`src/rtl/jtag_types_pkg.sv`:
```
// Shared JTAG/FIFO types and helpers.
// Holds the FIFO read-side state encoding and pointer arithmetic.
package jtag_types_pkg;

    typedef enum logic {
        RD_IDLE,
        RD_HOLD
    } fifo_rd_state_t;

    // Distance a - b of two binary pointers, modulo 2**w.
    // Shared with the write-side full logic.
    function automatic logic [31:0] ptr_diff(
        input logic [31:0] a,
        input logic [31:0] b,
        input int unsigned w
    );
        logic [31:0] mask;
        mask = (32'd1 << w) - 32'd1;
        return (a - b) & mask;
    endfunction

endpackage

```
`src/rtl/flex_fifo_rd_ctrl_if.sv`:
```
// Consumer-side valid/ready handshake of the FIFO read controller.
// master = FIFO output stage, slave = downstream consumer.
interface flex_fifo_rd_ctrl_if #(
    parameter int DATA_WIDTH = 8
);
    logic [DATA_WIDTH-1:0] dout;
    logic                  dout_valid;
    logic                  dout_ready;

    modport master (
        output dout,
        output dout_valid,
        input  dout_ready
    );

    modport slave (
        input  dout,
        input  dout_valid,
        output dout_ready
    );
endinterface

```
`src/rtl/flex_fifo_rd_ctrl.sv`:
```
// Read-side controller for flex_fifo_mem: owns rptr and a registered
// first-word-fall-through output stage with valid/ready handshake.
module flex_fifo_rd_ctrl
    import jtag_types_pkg::*;
#(
    parameter int DATA_WIDTH = 8,
    parameter int ADDR_WIDTH = 4
) (
    input  logic                  rclk,
    input  logic                  n_rst,
    input  logic [ADDR_WIDTH:0]   wptr,
    input  logic                  flush,
    output logic [ADDR_WIDTH-1:0] raddr,
    input  logic [DATA_WIDTH-1:0] rdata,
    output logic [ADDR_WIDTH:0]   rptr,
    output logic                  empty,
    output logic [ADDR_WIDTH+1:0] count,
    output logic                  ovf_err,
    flex_fifo_rd_ctrl_if.master   dout_if
);

    localparam logic [ADDR_WIDTH:0] DEPTH_P = {1'b1, {ADDR_WIDTH{1'b0}}};

    fifo_rd_state_t        state_q, state_d;
    logic [ADDR_WIDTH:0]   rptr_q, rptr_d;
    logic [DATA_WIDTH-1:0] dout_q, dout_d;
    logic                  ovf_q, ovf_d;

    logic [ADDR_WIDTH:0]   mem_cnt;
    logic                  mem_empty;
    logic                  valid;
    logic                  pop;
    logic                  load;

    // Occupancy of the memory and the pop/load handshake decisions.
    always_comb begin
        mem_cnt   = (ADDR_WIDTH+1)'(ptr_diff(32'(wptr), 32'(rptr_q),
                                             ADDR_WIDTH + 1));
        mem_empty = (wptr == rptr_q);
        valid     = (state_q == RD_HOLD);
        pop       = dout_if.dout_ready & valid;
        load      = !mem_empty & (!valid | pop);
    end

    // State register: FSM state, read pointer, output stage, overflow flag.
    always_ff @(posedge rclk or negedge n_rst) begin
        if (!n_rst) begin
            state_q <= RD_IDLE;
            rptr_q  <= '0;
            dout_q  <= '0;
            ovf_q   <= 1'b0;
        end else begin
            state_q <= state_d;
            rptr_q  <= rptr_d;
            dout_q  <= dout_d;
            ovf_q   <= ovf_d;
        end
    end

    // Next-state logic; flush wins over pop and load.
    always_comb begin
        state_d = state_q;
        rptr_d  = rptr_q;
        dout_d  = dout_q;
        ovf_d   = ovf_q | (mem_cnt > DEPTH_P);
        if (flush) begin
            rptr_d  = wptr;
            state_d = RD_IDLE;
        end else begin
            case (state_q)
                RD_IDLE: begin
                    if (load) begin
                        dout_d  = rdata;
                        rptr_d  = rptr_q + 1'b1;
                        state_d = RD_HOLD;
                    end
                end
                RD_HOLD: begin
                    if (pop && load) begin
                        dout_d = rdata;
                        rptr_d = rptr_q + 1'b1;
                    end else if (pop) begin
                        state_d = RD_IDLE;
                    end
                end
                default: state_d = RD_IDLE;
            endcase
        end
    end

    // Outputs are decoded from registers and wptr only.
    always_comb begin
        dout_if.dout       = dout_q;
        dout_if.dout_valid = valid;
        rptr               = rptr_q;
        raddr              = rptr_q[ADDR_WIDTH-1:0];
        ovf_err            = ovf_q;
        empty              = mem_empty & !valid;
        count              = (ADDR_WIDTH+2)'(mem_cnt)
                           + (ADDR_WIDTH+2)'(valid);
    end

endmodule

```
`src/flat_wrapper.sv`:
```
// flat-port wrapper written by rule: the top's interface ports become plain ports
module flex_fifo_rd_ctrl_flat import jtag_types_pkg::*;
#(
    parameter int DATA_WIDTH = 8,
    parameter int ADDR_WIDTH = 4
)
  (rclk, n_rst, wptr, flush, raddr, rdata, rptr, empty, count, ovf_err, dout_if_dout, dout_if_dout_valid, dout_if_dout_ready);
  flex_fifo_rd_ctrl_if #(.DATA_WIDTH(DATA_WIDTH)) dout_if_i ();
  input  logic rclk;
  input  logic n_rst;
  input  logic [ADDR_WIDTH:0] wptr;
  input  logic flush;
  output logic [ADDR_WIDTH-1:0] raddr;
  input  logic [DATA_WIDTH-1:0] rdata;
  output logic [ADDR_WIDTH:0] rptr;
  output logic empty;
  output logic [ADDR_WIDTH+1:0] count;
  output logic ovf_err;
  output wire logic [$bits(dout_if_i.dout)-1:0] dout_if_dout;
  output wire logic [$bits(dout_if_i.dout_valid)-1:0] dout_if_dout_valid;
  input wire logic [$bits(dout_if_i.dout_ready)-1:0] dout_if_dout_ready;
  assign dout_if_dout = dout_if_i.dout;
  assign dout_if_dout_valid = dout_if_i.dout_valid;
  assign dout_if_i.dout_ready = dout_if_dout_ready;
  flex_fifo_rd_ctrl #(.DATA_WIDTH(DATA_WIDTH), .ADDR_WIDTH(ADDR_WIDTH)) u_core (.rclk(rclk), .n_rst(n_rst), .wptr(wptr), .flush(flush), .raddr(raddr), .rdata(rdata), .rptr(rptr), .empty(empty), .count(count), .ovf_err(ovf_err), .dout_if(dout_if_i));
endmodule
```
`config.mk`:
```
export PLATFORM = sky130hd
export DESIGN_NAME = flex_fifo_rd_ctrl_flat
export DESIGN_NICKNAME = d
export VERILOG_FILES = /design/src/rtl/jtag_types_pkg.sv /design/src/rtl/flex_fifo_rd_ctrl_if.sv /design/src/rtl/flex_fifo_rd_ctrl.sv /design/src/flat_wrapper.sv
export SDC_FILE = /design/constraint.sdc
export NUM_CORES = 1
export LEC_CHECK = 0
export CORE_UTILIZATION = 41
export DETAILED_ROUTE_END_ITERATION = 8
export HOLD_SLACK_MARGIN = 0.12
export PLACE_DENSITY = 0.79
export SLEW_MARGIN = 40
export SYNTH_ARGS = -nofsm -noshare
export SYNTH_HDL_FRONTEND = slang
export SYNTH_SLANG_ARGS = --single-unit
export TNS_END_PERCENT = 5
```
`constraint.sdc`:
```
create_clock -name rclk -period 2.25 [get_ports rclk]
set_input_delay 0.3375 -clock rclk [delete_from_list [all_inputs] [get_ports rclk]]
set_output_delay 0.3375 -clock rclk [all_outputs]
set_load 0.02 [all_outputs]
```
==> impl_metrics.py, run 1 <==
metrics = {
    "placed_design": {
        "io_buffers": 42,
        "pre_cts_ws_ns": -0.9309,
        "place_congestion": 0.8868,
        "dp_hpwl_microns": 1871,
        "dp.cells": 169,
    },
    "cells_and_area": {
        "final_cell_mix": "32 x clkdlybuf4s50_1, 19 x buf_4, 13 x dfrtp_1, 9 x mux2_2",
        "syn_to_final_growth_pct": 65.89,
        "antenna_cells": 0,
        "fillerInstances": 160,
        "fin_nets": 173,
        "layout_commonest_cell": "clkdlybuf4s50_1",
        "multi_input_area_sq_um": 601.8,
        "seq_area_sq_um": 377.9,
        "drive_above_1_share_pct": 38.10,
        "layout.cells.non_filler": 175,
    },
    "pwr": {
        "p_int_uw": 784.6,
        "p_leak_nw": 0.7001,
        "netSwitchingFraction_pct": 38.84,
        "seqPwrFrac_pct": 26.3,
        "p_clk_share_pct": 12.4,
        "ir_drop_mv": 0.5863,
        "power.switching_uw": 498.4,
        "power_frac_comb_pct": 61.3,
        "powerDensity_mw_per_mm2": 801.7,
    },
    "timing": {
        "timing_hold_violations_final": 0,
        "layout_setup_ws_ns": -0.1796,
        "finalCriticalPeriod_ns": 2.430,
        "setup_viol": 4,
        "finalCritPeriodShare_pct": 108.0,
        "tightest_slew_ns": 0.5023,
        "grt_setup_unrepaired": "yes",
        "clock_skew_ns": 0.005931,
        "finalMaxSlewViolations": 0,
        "max_freq_mhz": 411.6,
        "slew-limit-headroom_pct": 66.41,
    },
    "setup_path": {
        "worstPathArrival_ns": 2.09,
        "rrSetupSlack_ns": 0.22,
        "worstPathMaxFanout": 3,
        "crit_start": "u_core.rptr[0]",
        "crit_path_start_kind": "flip-flop",
        "endpoint": "count[5]",
        "ff2ff_path_depth": 8,
        "r2r-end": "u_core.ovf_err",
        "crit_required_ns": 1.91,
        "cp-end-kind": "primary output",
        "critPathKind": "flip-flop to primary output",
        "r2r-start": "u_core.rptr[0]",
    },
    "floorplanning": {
        "die_x_microns": 50.51,
        "io_pins": 43,
        "die_h_microns": 50.51,
        "start_util_pct": 43.61,
        "dieArea_sq_mm": 0.002551,
        "core_sq_mm": 0.002212,
        "rows": 17,
    },
    "clock_tree": {
        "clockBufferDepth": 2,
        "cts_htree_levels": 1,
        "numCtsBuffers": 3,
        "tritoncts": "built",
        "cts.sinks": 15,
        "clkLatencyLatePin_ns": 0.29,
        "root_buffer": "clkbuf_4",
        "path_clk_slew_ns": 0.09,
    },
    "drt": {
        "dr.pass1.iters": 4,
        "dr_total_vias": 894,
        "postRouteWirelength_microns": 2328,
        "wl_per_cell_microns": 13.30,
        "via_per_inst": 5.109,
        "post-route-drc-count": 0,
        "drtIter0Drc": 6,
        "postRouteAntennaNets": 0,
    },
    "grt": {
        "grt_overflow": 0,
        "use_met3_pct": 3.939,
        "met2_usage_pct": 39.33,
        "grt_pass1_wl_microns": 3857,
        "track_usage_pct": 20.39,
        "grt_pass1_vias": 932,
        "antenna_found_initial": 0,
        "gr-usage-met1_pct": 21.28,
        "grt_busiest_layer": "met2",
        "grt_max_degree": 16,
    },
    "job": {
        "drv_cap": 0,
    },
    "synthesis": {
        "postSynthAreaPerCell_sq_um": 10.96,
        "synthesis.area_sq_um": 964.7,
        "syn_nets": 113,
        "synthCells": 88,
        "synth.distinct_cells": 32,
        "ys_warn_count": 0,
        "ys_seq_area_share_pct": 38.91,
        "synth.ff_latch_count": 15,
    },
    "outcome": {
        "violations": "setup timing",
        "run_status": "finished with violations",
    },
    "min_path": {
        "hold_class": "input port to flip-flop",
    },
}
[worst max-delay path, stage by stage (launching register included)]
cell     delay [ns]
dfrtp_2        0.39
ha_4           0.13
inv_2          0.03
fa_2           0.35
a21o_1         0.17
a21oi_2        0.16
xor2_2         0.25
and3_4         0.22
buf_6          0.11
[flip-flops by register name, summed over array words and instances (netlist names)]
name                       flops
u_core.rptr                    5
u_core.dout_if.dout_valid      1
u_core.ovf_err                 1
u_core.dout_if.dout            8
[layer usage]
metal | up-vias | wire length (microns)
met3 | 4 | 145
met2 | 32 | 1218
met5 | - | 0
met4 | 0 | 25
met1 | 438 | 939
li1 | 420 | -
[power groups by stage]
stage | Combinational [mW] | Clock, mW | Sequential [mW]
2_1_floorplan | 0.345 | 0 | 0.405
3_3_place_gp | 0.738 | 0 | 0.341
3_5_place_dp | 0.759 | 0 | 0.343
4_1_cts | 0.768 | 0.164 | 0.338
5_1_grt | 0.844 | 0.172 | 0.344
6_report | 0.786 | 0.159 | 0.338
[through the flow]
stage / hold slack (ns) / TNS, ns / cell area [sq um] / power, mW / utilization, %
after floorplan: 0.04191 / 0 / 1003 / 0.7503 / -
after global placement: 0.4898 / -6.115 / 1536 / 1.079 / 69.46
after detailed placement: 0.4946 / -6.748 / 1536 / 1.101 / 69.46
after CTS: 0.4243 / -0.5792 / 1579 / 1.270 / 71.38
after global routing: 0.4631 / -0.8091 / 1600 / 1.359 / 72.34
final: 0.4334 / -0.5089 / 1600 / 1.283 / 72.34
[what timing repair did]
item | 4_1_cts | 5_1_grt
gates resized for setup | 37 | 6
pin swaps | 6 | 1
hold buffers | 0 | 1
endpoints found under the setup margin | 7 | 5
endpoints found under the hold margin | 0 | 15
setup buffers | 1 | 0
[layout make-up]
| cell class | count | area share [%] |
|---|---|---|
| well taps | 28 | 2.189 |
| repair buffers | 60 | 33.54 |
| inverters | 6 | 1.407 |
| clock buffers | 4 | 1.642 |
| flip-flops and latches | 15 | 23.61 |
| multi-input cells | 62 | 37.61 |
[cell usage after synthesis (all sizes together)]
| library cell | instances | area (sq um) |
|---|---|---|
| fa | 1 | 20.02 |
| or2 | 1 | 6.260 |
| or4 | 2 | 15.01 |
| o22a | 1 | 8.760 |
| nor2 | 3 | 18.77 |
| ha | 7 | 87.58 |
| o311ai | 1 | 8.760 |
| nor3 | 1 | 5.000 |
| a21oi | 3 | 15.01 |
| or2b | 1 | 8.760 |
| nand3 | 2 | 10.01 |
| and4b | 1 | 10.01 |
| buf | 4 | 30.03 |
| mux2 | 10 | 116.4 |
| nor2b | 2 | 12.51 |
| o211ai | 1 | 7.510 |
| and3 | 2 | 12.51 |
| nand3b | 2 | 15.01 |
| a21boi | 1 | 7.510 |
| nand2 | 5 | 18.77 |
| o21ai | 5 | 28.78 |
| nand4 | 1 | 6.260 |
| dfrtp | 15 | 375.4 |
| inv | 6 | 22.52 |
| xor2 | 7 | 68.82 |
| a21o | 1 | 7.510 |
| xnor2 | 1 | 8.760 |
| dlymetal6s2s | 1 | 12.51 |
[worst min-delay path by stage]
stage	start	depth (start not counted)	slack (ns)	end
floorplan	n_rst	0	0.04	u_core.dout_if.dout[0]
CTS	wptr[0]	3	0.42	u_core.rptr[0]
global route	wptr[0]	3	0.46	u_core.rptr[0]
global placement	u_core.dout_if.dout[5]	1	0.49	u_core.dout_if.dout[5]
detailed placement	u_core.dout_if.dout[6]	1	0.49	u_core.dout_if.dout[6]
finish	wptr[0]	3	0.43	u_core.rptr[0]
[cell families (layout without fill, tap and decap cells)]
logic type | count (synthesis) | after routing | share of synthesized area, %
simple gates | 23 | 23 | 14.40
flops | 15 | 15 | 38.91
compound gates | 13 | 13 | 8.691
buf+inv | 11 | 70 | 6.744
mux | 10 | 10 | 12.06
fa+ha+maj | 8 | 8 | 11.15
xor+xnor | 8 | 8 | 8.042
No activity file was read; power rests on OpenSTA's default activity.
==> run 2, diff against run 1 <==
- SETUP_SLACK_MARGIN: unset -> 0.5
- SLEW_MARGIN: 40 -> 20
==> impl_metrics.py, run 2 (synthesis gave the netlist of run 1 again) <==
metrics = {
    "outcome": {
        "run_status": "finished with violations",
        "violations": "setup timing",
    },
    "cells_and_area": {
        "layout.cells.non_filler": 175,
        "syn_to_final_growth_pct": 74.32,
        "antenna_cells": 0,
        "final_util_pct": 76.02,
        "fin_nets": 173,
        "final_cell_mix": "24 x clkdlybuf4s50_1, 18 x buf_4, 13 x dfrtp_1, 7 x mux2_2, 6 x dlymetal6s2s_1",
        "drive_above_1_share_pct": 42.86,
        "layout_commonest_cell": "clkdlybuf4s50_1",
        "largest_reg_flops": 8,
        "fin_area_sq_mm": 0.001682,
    },
    "drt": {
        "postRouteWirelength_microns": 2389,
        "via_per_inst": 5.006,
        "postRouteAntennaNets": 0,
        "post-route-drc-count": 0,
        "dr_total_vias": 876,
        "drtIter0Drc": 8,
        "dr.pass1.iters": 4,
        "wl_per_cell_microns": 13.65,
    },
    "grt": {
        "track_usage_pct": 20.55,
        "grt_overflow": 0,
        "antenna_found_initial": 0,
        "grt_pass1_wl_microns": 3953,
        "grt_max_degree": 16,
        "grt_pass1_vias": 901,
    },
    "setup_path": {
        "worstPathArrival_ns": 2.10,
        "worstPathMaxFanout": 3,
        "crit_required_ns": 1.91,
        "critPathKind": "flip-flop to primary output",
        "crit_path_start_kind": "flip-flop",
        "cp-end-kind": "primary output",
    },
    "clock_tree": {
        "clkLatencyLatePin_ns": 0.28,
        "numCtsBuffers": 3,
        "cts_htree_levels": 1,
        "cts.sinks": 15,
        "path_clk_slew_ns": 0.09,
        "tritoncts": "built",
        "clockBufferDepth": 2,
        "root_buffer": "clkbuf_4",
    },
    "timing": {
        "max_freq_mhz": 410.6,
        "finalCriticalPeriod_ns": 2.435,
        "finalMaxSlewViolations": 0,
        "finalSetupTns_ns": -0.5263,
        "timing_hold_violations_final": 0,
        "grt_setup_unrepaired": "yes",
        "setup_viol": 4,
        "clock_skew_ns": 0.002060,
        "layout_setup_ws_ns": -0.1852,
        "slew-limit-headroom_pct": 52.69,
        "holdWs_ns": 0.3673,
        "finalCritPeriodShare_pct": 108.2,
        "tightest_slew_ns": 0.7075,
    },
    "pwr": {
        "p_leak_nw": 0.7773,
        "totalPowerFinal_mw": 1.338,
        "ir_drop_mv": 0.5240,
        "powerDensity_mw_per_mm2": 795.4,
    },
    "floorplanning": {
        "core_sq_mm": 0.002212,
        "io_pins": 43,
        "start_util_pct": 43.61,
        "die_h_microns": 50.51,
        "die_x_microns": 50.51,
        "dieArea_sq_mm": 0.002551,
        "rows": 17,
    },
    "placed_design": {
        "place_area_sq_mm": 0.001559,
        "dp.cells": 170,
        "pre_cts_ws_ns": -0.8408,
        "dp_hpwl_microns": 1860,
        "io_buffers": 42,
        "place_congestion": 0.9068,
    },
    "job": {
        "drv_cap": 0,
    },
    "min_path": {
        "hold_class": "input port to flip-flop",
    },
}
==> run 2: layer usage <==
metal,vias to the layer above,global-route usage [%],part of all wire (%),wire length [microns]
met3,0,3.939,6.3,151
met2,35,37.33,54,1292
met1,423,24.47,40,946
met5,-,0,0,0
met4,0,5.556,0,0
li1,418,-,-,-
==> run 2: area by class of cell <==
type	instances	area, sq um
inverters	6	25.02
multi-input cells	62	656.9
flip-flops and latches	15	377.9
repair buffers	60	560.5
well taps	28	35.03
fillers	155	530.5
clock buffers	4	26.28
==> run 2: critical path: stages (launching register included) <==
cell	delay, ns
dfrtp_2	0.44
ha_4	0.17
inv_2	0.05
fa_2	0.45
ha_4	0.18
and4b_1	0.19
xor2_2	0.17
buf_2	0.16
==> run 2: path summary, 6_finish.rpt <==
check                                               to                    from  depth (start not counted)  slack, ns
worst max-delay path                          count[4]          u_core.rptr[0]                          7      -0.19
worst min-delay path                    u_core.rptr[2]                 wptr[2]                          3       0.37
worst max register to register          u_core.ovf_err          u_core.rptr[0]                          8       0.21
worst min register to register  u_core.dout_if.dout[5]  u_core.dout_if.dout[5]                          1       0.51
max in group asynchronous               u_core.rptr[0]                   n_rst                          1       1.29
min in group asynchronous       u_core.dout_if.dout[3]                   n_rst                          1       0.47
==> run 2: what timing repair did <==
item | 4_1_cts | 5_1_grt
pin swaps | 5 | 12
endpoints found under the setup margin | 23 | 25
gates resized for setup | 50 | 22
buffers inserted | 1 | 0
hold buffers | 0 | 0
==> run 2: report_power, final <==
group	leakage, nW	switching, mW	internal, mW
sequential	0.172	0.0271	0.313
combinational	0.590	0.400	0.442
clock	0.0150	0.0870	0.0688
total	0.777	0.514	0.824
